`config.mk`:
```
export PLATFORM = sky130hd
export DESIGN_NAME = la_select_sequencer_flat
export DESIGN_NICKNAME = d
export VERILOG_FILES = /design/src/rtl/la_select_sequencer_pkg.sv /design/src/rtl/la_select_sequencer_if.sv /design/src/rtl/la_select_sequencer_mux.sv /design/src/rtl/la_select_sequencer.sv /design/src/flat_wrapper.sv
export SDC_FILE = /design/constraint.sdc
export NUM_CORES = 1
export LEC_CHECK = 0
export ABC_AREA = 1
export CORE_AREA = 2 2 141 143
export CTS_CLUSTER_SIZE = 28
export DETAILED_ROUTE_END_ITERATION = 10
export DIE_AREA = 0 0 143 145
export PLACE_DENSITY = 0.77
export SYNTH_ARGS = -nofsm -noshare
export SYNTH_HDL_FRONTEND = slang
export SYNTH_SLANG_ARGS = --single-unit
export TNS_END_PERCENT = 30
```
`constraint.sdc`:
```
create_clock -name clk -period 5.1 [get_ports clk]
set_input_delay 1.02 -clock clk [delete_from_list [all_inputs] [get_ports clk]]
set_output_delay 1.02 -clock clk [all_outputs]
set_load 0.005 [all_outputs]
```
`src/rtl/la_select_sequencer_pkg.sv`:
```
// ----------------------------------------------------------------------------
// la_select_pkg
// Shared definitions for the LA select sequencer: register offsets, register
// bit positions, the LA bus width and the switch-sequencing FSM encoding.
// Ports: none (package).
// ----------------------------------------------------------------------------
package la_select_pkg;

    localparam int LA_WIDTH = 128;

    // Word offsets within the 16-byte register window (adr[3:2])
    localparam logic [1:0] REG_SEL    = 2'd0;
    localparam logic [1:0] REG_CTRL   = 2'd1;
    localparam logic [1:0] REG_STATUS = 2'd2;
    localparam logic [1:0] REG_RSVD   = 2'd3;

    // CTRL fields
    localparam int CTRL_EN_BIT    = 0;
    localparam int CTRL_BLANK_LSB = 8;

    // STATUS fields
    localparam int STATUS_BUSY_BIT   = 0;
    localparam int STATUS_ACTIVE_LSB = 8;
    localparam int STATUS_ERR_BIT    = 16;

    typedef enum logic [1:0] {
        ST_ACTIVE = 2'd0,
        ST_BLANK  = 2'd1,
        ST_COMMIT = 2'd2
    } state_e;

endpackage

```
`src/rtl/la_select_sequencer_if.sv`:
```
// ----------------------------------------------------------------------------
// la_select_sequencer_if
// Wishbone slave bus bundle for the LA select sequencer.
// Signals: wbs_stb_i, wbs_cyc_i, wbs_we_i, wbs_sel_i[3:0], wbs_adr_i[31:0],
//          wbs_dat_i[31:0] (master -> slave); wbs_ack_o, wbs_dat_o[31:0]
//          (slave -> master).
// Modports: master (bus initiator / testbench), slave (the sequencer).
// ----------------------------------------------------------------------------
interface la_select_sequencer_if;

    logic        wbs_stb_i;
    logic        wbs_cyc_i;
    logic        wbs_we_i;
    logic [3:0]  wbs_sel_i;
    logic [31:0] wbs_adr_i;
    logic [31:0] wbs_dat_i;
    logic        wbs_ack_o;
    logic [31:0] wbs_dat_o;

    modport master (
        output wbs_stb_i, wbs_cyc_i, wbs_we_i, wbs_sel_i, wbs_adr_i, wbs_dat_i,
        input  wbs_ack_o, wbs_dat_o
    );

    modport slave (
        input  wbs_stb_i, wbs_cyc_i, wbs_we_i, wbs_sel_i, wbs_adr_i, wbs_dat_i,
        output wbs_ack_o, wbs_dat_o
    );

endinterface

```
`src/rtl/la_select_sequencer_mux.sv`:
```
// ----------------------------------------------------------------------------
// la_select_mux
// Combinational N:1 selector over the packed team LA buses. Team t occupies
// data_i[128*t-1 -: 128]; index 0 or any index above NUM_TEAMS yields zero.
// Ports:
//   idx_i   in  8                    selected team (1..NUM_TEAMS, 0 = none)
//   data_i  in  LA_WIDTH*NUM_TEAMS   packed team LA data
//   data_o  out LA_WIDTH             selected word (unregistered)
// ----------------------------------------------------------------------------
module la_select_mux
    import la_select_pkg::*;
#(
    parameter int NUM_TEAMS = 1
) (
    input  logic [7:0]                   idx_i,
    input  logic [LA_WIDTH*NUM_TEAMS-1:0] data_i,
    output logic [LA_WIDTH-1:0]          data_o
);

    // Only an exact match on a legal team index passes data; everything else
    // falls through to the zero default.
    always_comb begin
        data_o = '0;
        for (int t = 1; t <= NUM_TEAMS; t++) begin
            if (idx_i == 8'(t)) begin
                data_o = data_i[t*LA_WIDTH-1 -: LA_WIDTH];
            end
        end
    end

endmodule

```
`src/rtl/la_select_sequencer.sv`:
```
// ----------------------------------------------------------------------------
// la_select_sequencer
// Wishbone-programmable controller choosing which team's 128-bit LA bus drives
// la_data_out. Every source change is sequenced: blank the output, wait a
// programmable gap, commit the new source, then resume, so no stale or mixed
// words reach the LA pins.
// Ports:
//   clk                  in  1                  system / Wishbone clock
//   nrst                 in  1                  async active-low reset
//   wb                   slave modport          Wishbone register access
//   designs_la_data_out  in  128*NUM_TEAMS      packed team LA data
//   la_data_out          out 128                registered selected LA data
//   busy                 out 1                  switch sequence in progress
// ----------------------------------------------------------------------------
module la_select_sequencer
    import la_select_pkg::*;
#(
    parameter int          NUM_TEAMS = 1,
    parameter logic [31:0] BASE_ADDR = 32'h3000_0000,
    parameter logic [7:0]  BLANK_RST = 8'd4
) (
    input  logic                          clk,
    input  logic                          nrst,
    la_select_sequencer_if.slave          wb,
    input  logic [LA_WIDTH*NUM_TEAMS-1:0] designs_la_data_out,
    output logic [LA_WIDTH-1:0]           la_data_out,
    output logic                          busy
);

    localparam logic [7:0] MAX_TEAM = 8'(NUM_TEAMS);

    logic                ack_q;
    logic [31:0]         datOut_q;
    logic [7:0]          pending_q;
    logic                enable_q;
    logic [7:0]          blankCycles_q;
    logic                err_q;

    state_e              state_q, state_d;
    logic [7:0]          cnt_q, cnt_d;
    logic [7:0]          active_q, active_d;
    logic [LA_WIDTH-1:0] laData_q, laData_d;

    logic                hit;
    logic                access;
    logic                wrEn;
    logic [1:0]          regIdx;
    logic [7:0]          selVal;
    logic                selWr;
    logic                selValid;
    logic                reqAccept;
    logic                errSet;
    logic                errClr;
    logic [31:0]         rdData;
    logic [LA_WIDTH-1:0] muxData;
    logic [8:0]          cntNext;
    logic                lastBlank;
    logic                unusedBits;

    // Bus decode. A new access is only taken while ack is low, which gives the
    // single-cycle ack and keeps a held strobe from being acked back to back.
    always_comb begin
        hit       = wb.wbs_cyc_i & wb.wbs_stb_i & (wb.wbs_adr_i[31:4] == BASE_ADDR[31:4]);
        access    = hit & ~ack_q;
        wrEn      = access & wb.wbs_we_i;
        regIdx    = wb.wbs_adr_i[3:2];
        selVal    = wb.wbs_dat_i[7:0];
        selWr     = wrEn && (regIdx == REG_SEL) && wb.wbs_sel_i[0];
        selValid  = (selVal <= MAX_TEAM);
        // Re-requesting the team already pending is a no-op only when idle;
        // during BLANK/COMMIT any valid request restarts the gap.
        reqAccept = selWr && selValid && !((state_q == ST_ACTIVE) && (selVal == pending_q));
        errSet    = selWr && !selValid;
        errClr    = wrEn && (regIdx == REG_STATUS) && wb.wbs_sel_i[2] && wb.wbs_dat_i[STATUS_ERR_BIT];
    end

    // Register read mux
    always_comb begin
        rdData = '0;
        case (regIdx)
            REG_SEL: begin
                rdData[7:0] = pending_q;
            end
            REG_CTRL: begin
                rdData[CTRL_EN_BIT]                 = enable_q;
                rdData[CTRL_BLANK_LSB +: 8]         = blankCycles_q;
            end
            REG_STATUS: begin
                rdData[STATUS_BUSY_BIT]             = busy;
                rdData[STATUS_ACTIVE_LSB +: 8]      = active_q;
                rdData[STATUS_ERR_BIT]              = err_q;
            end
            default: begin
                rdData = '0;
            end
        endcase
    end

    // Wishbone slave and programmable registers. Writes land on the same edge
    // that raises ack, so the new value is visible during the ack cycle.
    always_ff @(posedge clk or negedge nrst) begin
        if (!nrst) begin
            ack_q         <= 1'b0;
            datOut_q      <= '0;
            pending_q     <= '0;
            enable_q      <= 1'b0;
            blankCycles_q <= BLANK_RST;
            err_q         <= 1'b0;
        end else begin
            ack_q    <= access;
            datOut_q <= (access && !wb.wbs_we_i) ? rdData : '0;
            if (reqAccept) begin
                pending_q <= selVal;
            end
            if (wrEn && (regIdx == REG_CTRL)) begin
                if (wb.wbs_sel_i[0]) begin
                    enable_q <= wb.wbs_dat_i[CTRL_EN_BIT];
                end
                if (wb.wbs_sel_i[1]) begin
                    blankCycles_q <= wb.wbs_dat_i[CTRL_BLANK_LSB +: 8];
                end
            end
            if (errSet) begin
                err_q <= 1'b1;
            end else if (errClr) begin
                err_q <= 1'b0;
            end
        end
    end

    la_select_mux #(
        .NUM_TEAMS (NUM_TEAMS)
    ) u_mux (
        .idx_i  (active_q),
        .data_i (designs_la_data_out),
        .data_o (muxData)
    );

    // Switch sequencer next-state logic. BLANK lasts max(blank_cycles, 1)
    // cycles: the exit test looks at the count the next cycle would reach.
    // The counter only advances while below the compare value, so it cannot
    // wrap even if blank_cycles is lowered mid-sequence. COMMIT always
    // completes its active update; a request arriving then just re-enters
    // BLANK with the newer pending value.
    always_comb begin
        state_d   = state_q;
        cnt_d     = cnt_q;
        active_d  = active_q;
        laData_d  = '0;
        busy      = (state_q != ST_ACTIVE);
        cntNext   = {1'b0, cnt_q} + 9'd1;
        lastBlank = (blankCycles_q == 8'd0) || (cntNext >= {1'b0, blankCycles_q});
        case (state_q)
            ST_ACTIVE: begin
                if (enable_q && (active_q != 8'd0)) begin
                    laData_d = muxData;
                end
            end
            ST_BLANK: begin
                if (lastBlank) begin
                    state_d = ST_COMMIT;
                end else begin
                    cnt_d = cnt_q + 8'd1;
                end
            end
            ST_COMMIT: begin
                active_d = pending_q;
                state_d  = ST_ACTIVE;
            end
            default: begin
                state_d = ST_ACTIVE;
            end
        endcase
        if (reqAccept) begin
            state_d = ST_BLANK;
            cnt_d   = 8'd0;
        end
    end

    // Sequencer state and the LA output register
    always_ff @(posedge clk or negedge nrst) begin
        if (!nrst) begin
            state_q  <= ST_ACTIVE;
            cnt_q    <= '0;
            active_q <= '0;
            laData_q <= '0;
        end else begin
            state_q  <= state_d;
            cnt_q    <= cnt_d;
            active_q <= active_d;
            laData_q <= laData_d;
        end
    end

    assign wb.wbs_ack_o = ack_q;
    assign wb.wbs_dat_o = datOut_q;
    assign la_data_out  = laData_q;

    // Address and data bits outside the decoded fields
    assign unusedBits = ^{wb.wbs_adr_i[1:0], wb.wbs_dat_i[31:17], wb.wbs_sel_i[3]};

endmodule

```
`src/flat_wrapper.sv`:
```
// flat-port wrapper written by rule: the top's interface ports become plain ports
module la_select_sequencer_flat import la_select_pkg::*;
#(
    parameter int          NUM_TEAMS = 1,
    parameter logic [31:0] BASE_ADDR = 32'h3000_0000,
    parameter logic [7:0]  BLANK_RST = 8'd4
)
  (clk, nrst, designs_la_data_out, la_data_out, busy, wb_wbs_stb_i, wb_wbs_cyc_i, wb_wbs_we_i, wb_wbs_sel_i, wb_wbs_adr_i, wb_wbs_dat_i, wb_wbs_ack_o, wb_wbs_dat_o);
  la_select_sequencer_if wb_i ();
  input  logic clk;
  input  logic nrst;
  input  logic [LA_WIDTH*NUM_TEAMS-1:0] designs_la_data_out;
  output logic [LA_WIDTH-1:0] la_data_out;
  output logic busy;
  input wire logic [$bits(wb_i.wbs_stb_i)-1:0] wb_wbs_stb_i;
  input wire logic [$bits(wb_i.wbs_cyc_i)-1:0] wb_wbs_cyc_i;
  input wire logic [$bits(wb_i.wbs_we_i)-1:0] wb_wbs_we_i;
  input wire logic [$bits(wb_i.wbs_sel_i)-1:0] wb_wbs_sel_i;
  input wire logic [$bits(wb_i.wbs_adr_i)-1:0] wb_wbs_adr_i;
  input wire logic [$bits(wb_i.wbs_dat_i)-1:0] wb_wbs_dat_i;
  output wire logic [$bits(wb_i.wbs_ack_o)-1:0] wb_wbs_ack_o;
  output wire logic [$bits(wb_i.wbs_dat_o)-1:0] wb_wbs_dat_o;
  assign wb_i.wbs_stb_i = wb_wbs_stb_i;
  assign wb_i.wbs_cyc_i = wb_wbs_cyc_i;
  assign wb_i.wbs_we_i = wb_wbs_we_i;
  assign wb_i.wbs_sel_i = wb_wbs_sel_i;
  assign wb_i.wbs_adr_i = wb_wbs_adr_i;
  assign wb_i.wbs_dat_i = wb_wbs_dat_i;
  assign wb_wbs_ack_o = wb_i.wbs_ack_o;
  assign wb_wbs_dat_o = wb_i.wbs_dat_o;
  la_select_sequencer #(.NUM_TEAMS(NUM_TEAMS), .BASE_ADDR(BASE_ADDR), .BLANK_RST(BLANK_RST)) u_core (.clk(clk), .nrst(nrst), .wb(wb_i), .designs_la_data_out(designs_la_data_out), .la_data_out(la_data_out), .busy(busy));
endmodule
```
-- Word level (Yosys, flattened, before mapping)
Index checks and enable logic that the tools add are counted.
- add/sub/neg operators: 2
- magnitude comparators: 2
- eq/ne operators: 10
- mux-type cells: 16
- bitwise operators: 5
- reduce and logical (&&, ||, !) cells: 27
- operators with widths (cell ; number):
    $mux 128 ; 3
    $eq 28x26->1 const B ; 1
    $mux 8 ; 3
    $mux 17 ; 1
    $pmux 8 s2 ; 1
    $logic_and 1x1->1 ; 12
    $add 8x1->9 const B ; 1
    $ge 9x8->1 ; 1
    $add 8x1->8 const B ; 1
    $eq 8x1->1 const B ; 1
    $eq 8x8->1 ; 1
    $le 8x1->1 const B ; 1
    $logic_not 8->1 ; 1
    $reduce_and 2->1 ; 4
    $reduce_bool 8->1 ; 1
    $mux 7 ; 1
    $reduce_bool 2->1 ; 3
    $and 1x1->1 ; 4
    $eq 2x1->1 const B ; 2
    $eq 2x2->1 const B ; 2
    $logic_not 2->1 ; 2
    $mux 2 ; 2
    $ne 2x1->1 const B ; 2
    $pmux 2 s2 ; 1
    other kinds (6) ; 10
- register bits after elaboration: 197
- input port bits: 201
- output and inout port bits: 162

-- Depth between registers and ports, before layout
Gate-level depths: netlist of the first run.
- word-level depth: 10
- gate-level depth with buffers: 14
- mapped depth without buffers: 14

-- By module
From an unflattened synthesis of the first run, not the netlist that was laid out.
- cell total of the unflattened synthesis: 1070
- area total of the unflattened synthesis: 8453.1 sq um
- modules (own cells, without submodules) (module ; times used ; cells each ; area each (sq um) ; sequential area each (sq um)):
    la_select_sequencer ; 1 ; 786 ; 7285.7 ; 4555.6
    la_select_mux ; 1 ; 284 ; 1167.4 ; 0.0

-- Worst setup path after synthesis of the first run
No wires, ideal clock.
- path kind: register to register
- start point: register u_core.cnt_q[0]
- end point: register u_core.cnt_q[0]
- setup time: 0.066 ns
- arrival: 2.006 ns
- data required time: 5.034 ns
- slack: 3.029 ns
- cell stages (with the launch flop): 11
- cell sequence: dfrtp_1 > ha_1 > nand3_1 > nor2_1 > xor2_1 > ha_1 > a21oi_1 > nand2_1 > a21oi_1 > nand3_1 > nand2_1
- longest elaborated chain between the ends: 5
- elaborated cells between the ends (all ways): 9
- those cells by class: add/sub (2); order compare (1); eq/ne (1); mux (3); reduce/logical (2)
- RTL lines (item ; RTL line ; source):
    start: declaration ; la_select_sequencer.sv:40 ; logic [7:0] cnt_q, cnt_d;
    start signal: assignment ; la_select_sequencer.sv:189 ; cnt_q <= cnt_d;
    $add 8x1->9 ; la_select_sequencer.sv:151 ; cntNext = {1'b0, cnt_q} + 9'd1;
    $ge 9x8->1 ; la_select_sequencer.sv:152 ; lastBlank = (blankCycles_q == 8'd0) || (cntNext >= {1'b0, blankCycles_q});
    $logic_or 1x1->1 ; la_select_sequencer.sv:152 ;
    $ne 2x1->1 (no source line) ; -- ;
    $reduce_and 2->1 (no source line) ; -- ;
Several ways; a longest one is shown, not always the timed one. The select of a mux whose other input is x is not followed.
A chain may end at the register's enable or synchronous reset.

-- Worst setup path in the final report of the first run
- start point: register u_core.state_q[1]
- end point: output busy
- longest elaborated chain between the ends: 1
- RTL lines (item ; RTL line ; source):
    start: declaration ; la_select_sequencer.sv:39 ; state_e state_q, state_d;
    start signal: assignment ; la_select_sequencer.sv:188 ; state_q <= state_d;
    $reduce_bool 2->1 ; la_select_sequencer.sv:150 ; busy = (state_q != ST_ACTIVE);
    end: declaration ; flat_wrapper.sv:14 ; output logic busy;
Every way passes these cells.

==> results of run 1 <==
==> where the power goes <==
| group | internal (uW) | switching (uW) | leakage (uW) |
|---|---|---|---|
| logic | 143 | 66.0 | 0.00237 |
| registers | 1440 | 0.000000432 | 0.00246 |
| clock network | 659 | 624 | 0.000283 |
==> how the worst max path moves through the flow <==
stage	startpoint	endpoint	slack (ns)	cells past startpoint
2_1_floorplan	u_core.cnt_q[0]	u_core.cnt_q[0]	3.03	10
3_3_place_gp	wb_wbs_stb_i	u_core.pending_q[1]	2.09	10
3_5_place_dp	wb_wbs_stb_i	u_core.pending_q[4]	2.04	10
4_1_cts	u_core.state_q[1]	busy	2.41	3
5_1_grt	wb_wbs_stb_i	u_core.pending_q[4]	2.27	10
6_report	u_core.state_q[1]	busy	2.46	3
==> cell usage in the layout (no fill, tap or decap), types with 4 or more instances in the layout <==
cell type and instances:
clkdlybuf4s50_1 328, dfrtp_1 181, nor3b_1 128, nand2_1 100, inv_1 64, nor2_1 45
nand3_1 29, clkbuf_16 17, conb_1 15, ha_1 13, a21oi_1 12, o21ai_0 12
o21ai_2 8, inv_8 5, xor2_1 4, nand4_1 4, buf_4 4
==> final cells by class <==
cell class	count	area [um^2]
clock buffers	18	429
clock inverters	14	156
fillers	1586	7860
inverters	65	246
multi-input cells	393	2300
flip-flops and latches	182	4560
well taps	265	332
repair buffers	333	3330
==> cell families after synthesis <==
family | after synthesis | synth area share (%)
AO/OA/AOI/OAI | 35 | 2.85
XOR/XNOR | 6 | 0.712
adder cells (fa/ha/maj) | 13 | 2.21
buffers and inverters | 115 | 7.96
flip-flops | 182 | 61.8
other | 1 | 0.0508
AND/OR/NAND/NOR | 324 | 24.5
==> registers in the layout, summed over array words and instances (netlist names) <==
register	cells
u_core.wb.wbs_ack_o	1
u_core.enable_q	1
u_core.wb.wbs_dat_o	17
u_core.cnt_q	8
u_core.state_q	2
u_core.blankCycles_q	8
u_core.active_q	8
u_core.la_data_out	128
u_core.err_q	1
u_core.pending_q	8
==> per-stage QoR <==
stage          util [%]  hold WS (ns)
6_report           59.1         0.507
5_1_grt            59.1         0.531
4_1_cts            59.1         0.506
3_5_place_dp       56.0         0.492
3_3_place_gp       56.0         0.482
2_1_floorplan         -         0.463
==> metal layers <==
layer / vias to the layer above / part of all wire [%] / GRT usage (%) / wire, um
li1: 2777 / - / - / -
met1: 2691 / 39 / 23.5 / 7980
met2: 237 / 51 / 34.8 / 10400
met3: 40 / 7.6 / 5.48 / 1550
met4: 0 / 2.6 / 7.62 / 533
met5: - / 0 / 0 / 0
==> worst max-delay path, cell delays in order, from the launching register on <==
cell	delay, ns
dfrtp_1	0.39
nor2_2	0.24
inv_1	0.10
clkdlybuf4s50_1	0.48
==> results.yml, run 1 <==
die:
  placementRows: 51
  dieArea_mm2: 0.0207
  die_w_um: 143
  core_mm2: 0.0192
  io_pins: 363
  initial_utilization_pct: 38.4
  die_h_um: 145
detailed_routing:
  wl_per_cell_um: 16.1
  drc: 0
  vias: 5745
  dr.pass1.iters: 6
  drt_iter0_drc: 236
  drt-total-wl_um: 20500
  postRouteAntennaNets: 0
  avgViaCountPerCell: 4.52
critical_path:
  worstPathMaxFanout: 3
  r2r_start: "u_core.active_q[6]"
  reg2reg_depth: 4
  start_kind: "register"
  rr_endpoint: "u_core.la_data_out[27]"
  r2r_slack_ns: 2.60
  cp.arrival_ns: 1.62
  criticalPathCategory: "register to output port"
  worstSetupEndpointType: "output port"
  worstPathRequired_ns: 4.08
power:
  power_uw: 2930
  leakage_uw: 0.00511
  power_per_cell_area_mw_per_mm2: 258
  peakVddDrop_v: 0.000213
yosys:
  avgSynthCellArea_um2: 10.9
  synth_commonest_cells: "dfrtp_1 (181), nor3b_1 (128), nand2_1 (102), inv_1 (64), nor2_1 (45)"
  async_reset_ff_share_pct: 100
  ys.flop_type: "dfrtp_1"
  synth-edff-count: 0
  ys_warn_count: 0
  synth_top_area_share_pct: 61.4
  synth_top_cell_by_area: "dfrtp_1"
  ys_ff_latch: 182
  ys_types: 33
  synth_most_common_cell: "dfrtp_1"
  synthTopCellsByArea: "dfrtp_1 (61%), nor3b_1 (13%), nand2_1 (5.2%), inv_1 (3.3%), nor2_1 (2.3%)"
  syn_area_mm2: 0.00738
  netlist_instances: 676
  yosysSeqAreaShare_pct: 61.8
place:
  io_buffers: 329
  dp_cells: 1238
  post_dp_cell_area_mm2: 0.0108
  gp_congestion: 0.828
  hpwl_um: 15000
  dp_slack_ns: 2.04
global_route:
  grt_max_degree: 118
  grt_pass1_vias: 5822
  antenna_found_initial: 0
  grt_pass1_wl_um: 31900
  grt-ovfl-total: 0
  track_usage_pct: 20.1
cells_and_area:
  num_antenna_cells: 0
  syn_to_final_growth_pct: 53.8
  drive_gt1_share_pct: 5.77
  design_area_mm2: 0.0113
  fin_cells: 1270
  nets: 1206
cts:
  clock_latency_ns: 0.42
  ctsHoldBuffers: 0
  cts_max_level: 4
  cts_buffers: 17
  cts_tree: "done"
  path_clk_slew_ns: 0.07
  postCtsSetupRepairBufs: 0
  clock_sinks: 182
  clockBufferDepth: 2
  cts_resized: 0
  cts-root-buf: "clkbuf_16"
timing:
  rsz0062_at_grt: "false"
  setup_viol: 0
  finalMaxSlewViolations: 0
  skew_ns: 0.0111
  relSlewSlack_pct: 36.9
  timing.final.ws_setup_ns: 2.46
  setup-tns-final_ns: 0
  fmaxAchievable_mhz: 378
  period_needed_ns: 2.64
  fin_crit_sh_pct: 51.9
  tightest_slew_ns: 0.946
  hold_viol: 0
outcome:
  status: "complete, no violations"
flow_run:
  drv_cap: 0
min_path:
  holdCritStartpoint: "u_core.blankCycles_q[2]"
  hold_class: "register to register"
  whs_endpoint: "u_core.blankCycles_q[2]"
  holdPathStages: 2
(Power assumes the default switching activity.)
==> run 2, diff against run 1 <==
- CORE_AREA: 2 2 141 143 -> not set
- CORE_MARGIN: not set -> 1.5
- CORE_UTILIZATION: not set -> 37
- DIE_AREA: 0 0 143 145 -> not set
- clock period: 5.1 -> 2.26 ns (I/O delays scaled with it)
==> run 2 against run 1 <==
  * First-iteration DRC count increased by 26%
  * Cell count increased by 0.94%
  * Clock power increased by 140%
  * Global-route usage about the same
  * Routed wire length increased by 5.0%
  * Critical path depth increased by 8
  * Utilization about the same
  * Flip-flop and latch count unchanged
  * Die area increased by 0.27%
  * Clock skew increased by 0.0070 ns
  * Sequential power increased by 130%
  * Critical path type is now register to register
==> results.yml, run 2 (same netlist as run 1, synthesis figures left out) <==
place:
  post_dp_cell_area_mm2: 0.0109
  dp_cells: 1245
  dp_slack_ns: 0.0621
  io_buffers: 329
  gp_congestion: 0.810
  hpwl_um: 15800
min_path:
  whs_endpoint: "u_core.blankCycles_q[2]"
  holdCritStartpoint: "u_core.blankCycles_q[2]"
  holdPathStages: 2
  hold_class: "register to register"
critical_path:
  worstPathMaxFanout: 8
  criticalPathCategory: "register to register"
  rr_endpoint: "u_core.cnt_q[7]"
  worstSetupEndpointType: "register"
  reg2reg_depth: 11
  cp.arrival_ns: 2.52
  worstPathRequired_ns: 2.62
  r2r_start: "u_core.cnt_q[1]"
  r2r_slack_ns: 0.11
  start_kind: "register"
cts:
  cts_tree: "done"
  clock_sinks: 182
  cts_buffers: 17
  cts-root-buf: "clkbuf_16"
  clockBufferDepth: 2
  path_clk_slew_ns: 0.07
  clock_latency_ns: 0.43
  cts_max_level: 4
global_route:
  grt_pass1_vias: 5770
  grt_max_degree: 118
  track_usage_pct: 20.0
  grt_pass1_wl_um: 31300
  antenna_found_initial: 1
  grt-ovfl-total: 0
die:
  die_w_um: 144
  die_h_um: 144
  placementRows: 51
  dieArea_mm2: 0.0208
  initial_utilization_pct: 37.8
  core_mm2: 0.0195
  io_pins: 363
timing:
  skew_ns: 0.0181
  timing.final.ws_setup_ns: 0.107
  fin_crit_sh_pct: 95.3
  fmaxAchievable_mhz: 464
  hold_viol: 0
  tightest_slew_ns: 0.941
  finalMaxSlewViolations: 0
  hold_ws_ns: 0.496
  setup_viol: 0
  relSlewSlack_pct: 37.3
  period_needed_ns: 2.15
detailed_routing:
  drc: 0
  drt_iter0_drc: 297
  postRouteAntennaNets: 0
  dr.pass1.iters: 4
  avgViaCountPerCell: 4.56
  wl_per_cell_um: 16.8
  vias: 5845
  drt-total-wl_um: 21500
cells_and_area:
  fin_cells: 1282
  syn_to_final_growth_pct: 56.3
  final_core_util_pct: 59.0
  final_cell_mix: "clkdlybuf4s50_1 (328), dfrtp_1 (180), nor3b_1 (128)"
  nets: 1217
  final_common_cell: "clkdlybuf4s50_1"
  drive_gt1_share_pct: 7.28
  largest_reg_flops: 128
  n_fill_cell: 1638
  design_area_mm2: 0.0115
power:
  peakVddDrop_v: 0.000505
  leakage_uw: 0.00521
  intPower_uw: 5170
  p_seq_share_pct: 48.1
  power_per_cell_area_mw_per_mm2: 586
  switching_share_pct: 23.5
  p_sw_uw: 1590
  comb_power_share_pct: 7.2
  p_clk_share_pct: 44.7
flow_run:
  drv_cap: 0
outcome:
  status: "complete, no violations"
## run 2: power groups by stage
stage	sequential (uW)	combinational [uW]	clock, uW
after floorplan	3320	102	0
after global routing	3250	531	3240
after detailed placement	3320	487	0
after global placement	3320	482	0
after CTS	3250	493	3100
final	3250	486	3020
## run 2: worst max-delay path by stage
stage,start,to,slack [ns]
2_1_floorplan,u_core.cnt_q[0],u_core.cnt_q[0],0.19
3_3_place_gp,wb_wbs_adr_i[23],u_core.wb.wbs_dat_o[15],0.12
3_5_place_dp,u_core.cnt_q[0],u_core.cnt_q[2],0.06
4_1_cts,u_core.cnt_q[0],u_core.cnt_q[6],0.05
5_1_grt,u_core.cnt_q[1],u_core.cnt_q[7],-0.04
6_report,u_core.cnt_q[1],u_core.cnt_q[7],0.11
## run 2: repair_timing
item                       CTS  global route
setup endpoints to repair    0            10
buffers inserted             0             3
hold buffers                 1             0
gates resized for setup      0             5
hold endpoints to repair     9             0
## run 2: worst max-delay path, cell delays in order (launching register included)
cell and delay [ns]:
dfrtp_1 0.39, ha_2 0.21, nand3_2 0.12, nor2_2 0.13, xor2_1 0.26, ha_1 0.29, a21oi_1 0.14, nand2_1 0.09
a21oi_1 0.13, buf_4 0.18, nand3_1 0.09, nand2_1 0.06
## run 2: final cells by class
| cell class | count | area (um^2) | area share [%] |
|---|---|---|---|
| sequential | 182 | 4560 | 39.5 |
| timing repair buffer | 344 | 3460 | 30.0 |
| multi-input combinational | 393 | 2320 | 20.1 |
| clock buffer | 17 | 425 | 3.69 |
| tap | 265 | 332 | 2.88 |
| inverter | 65 | 246 | 2.14 |
| clock inverter | 15 | 188 | 1.63 |
| antenna | 1 | 2.50 | 0.0217 |
## run 2: per-layer routing
layer	routed length [um]	vias up	GRT usage (%)
met5	0	-	0
met3	1380	31	4.74
met2	10900	211	34.3
li1	-	2799	-
met1	8610	2804	24.4
met4	580	0	7.87
## run 2: metrics by stage
step           TNS (ns)  power (uW)
2_1_floorplan         0        3420
3_3_place_gp          0        3800
3_5_place_dp          0        3810
4_1_cts               0        6840
5_1_grt          -0.219        7020
6_report              0        6760
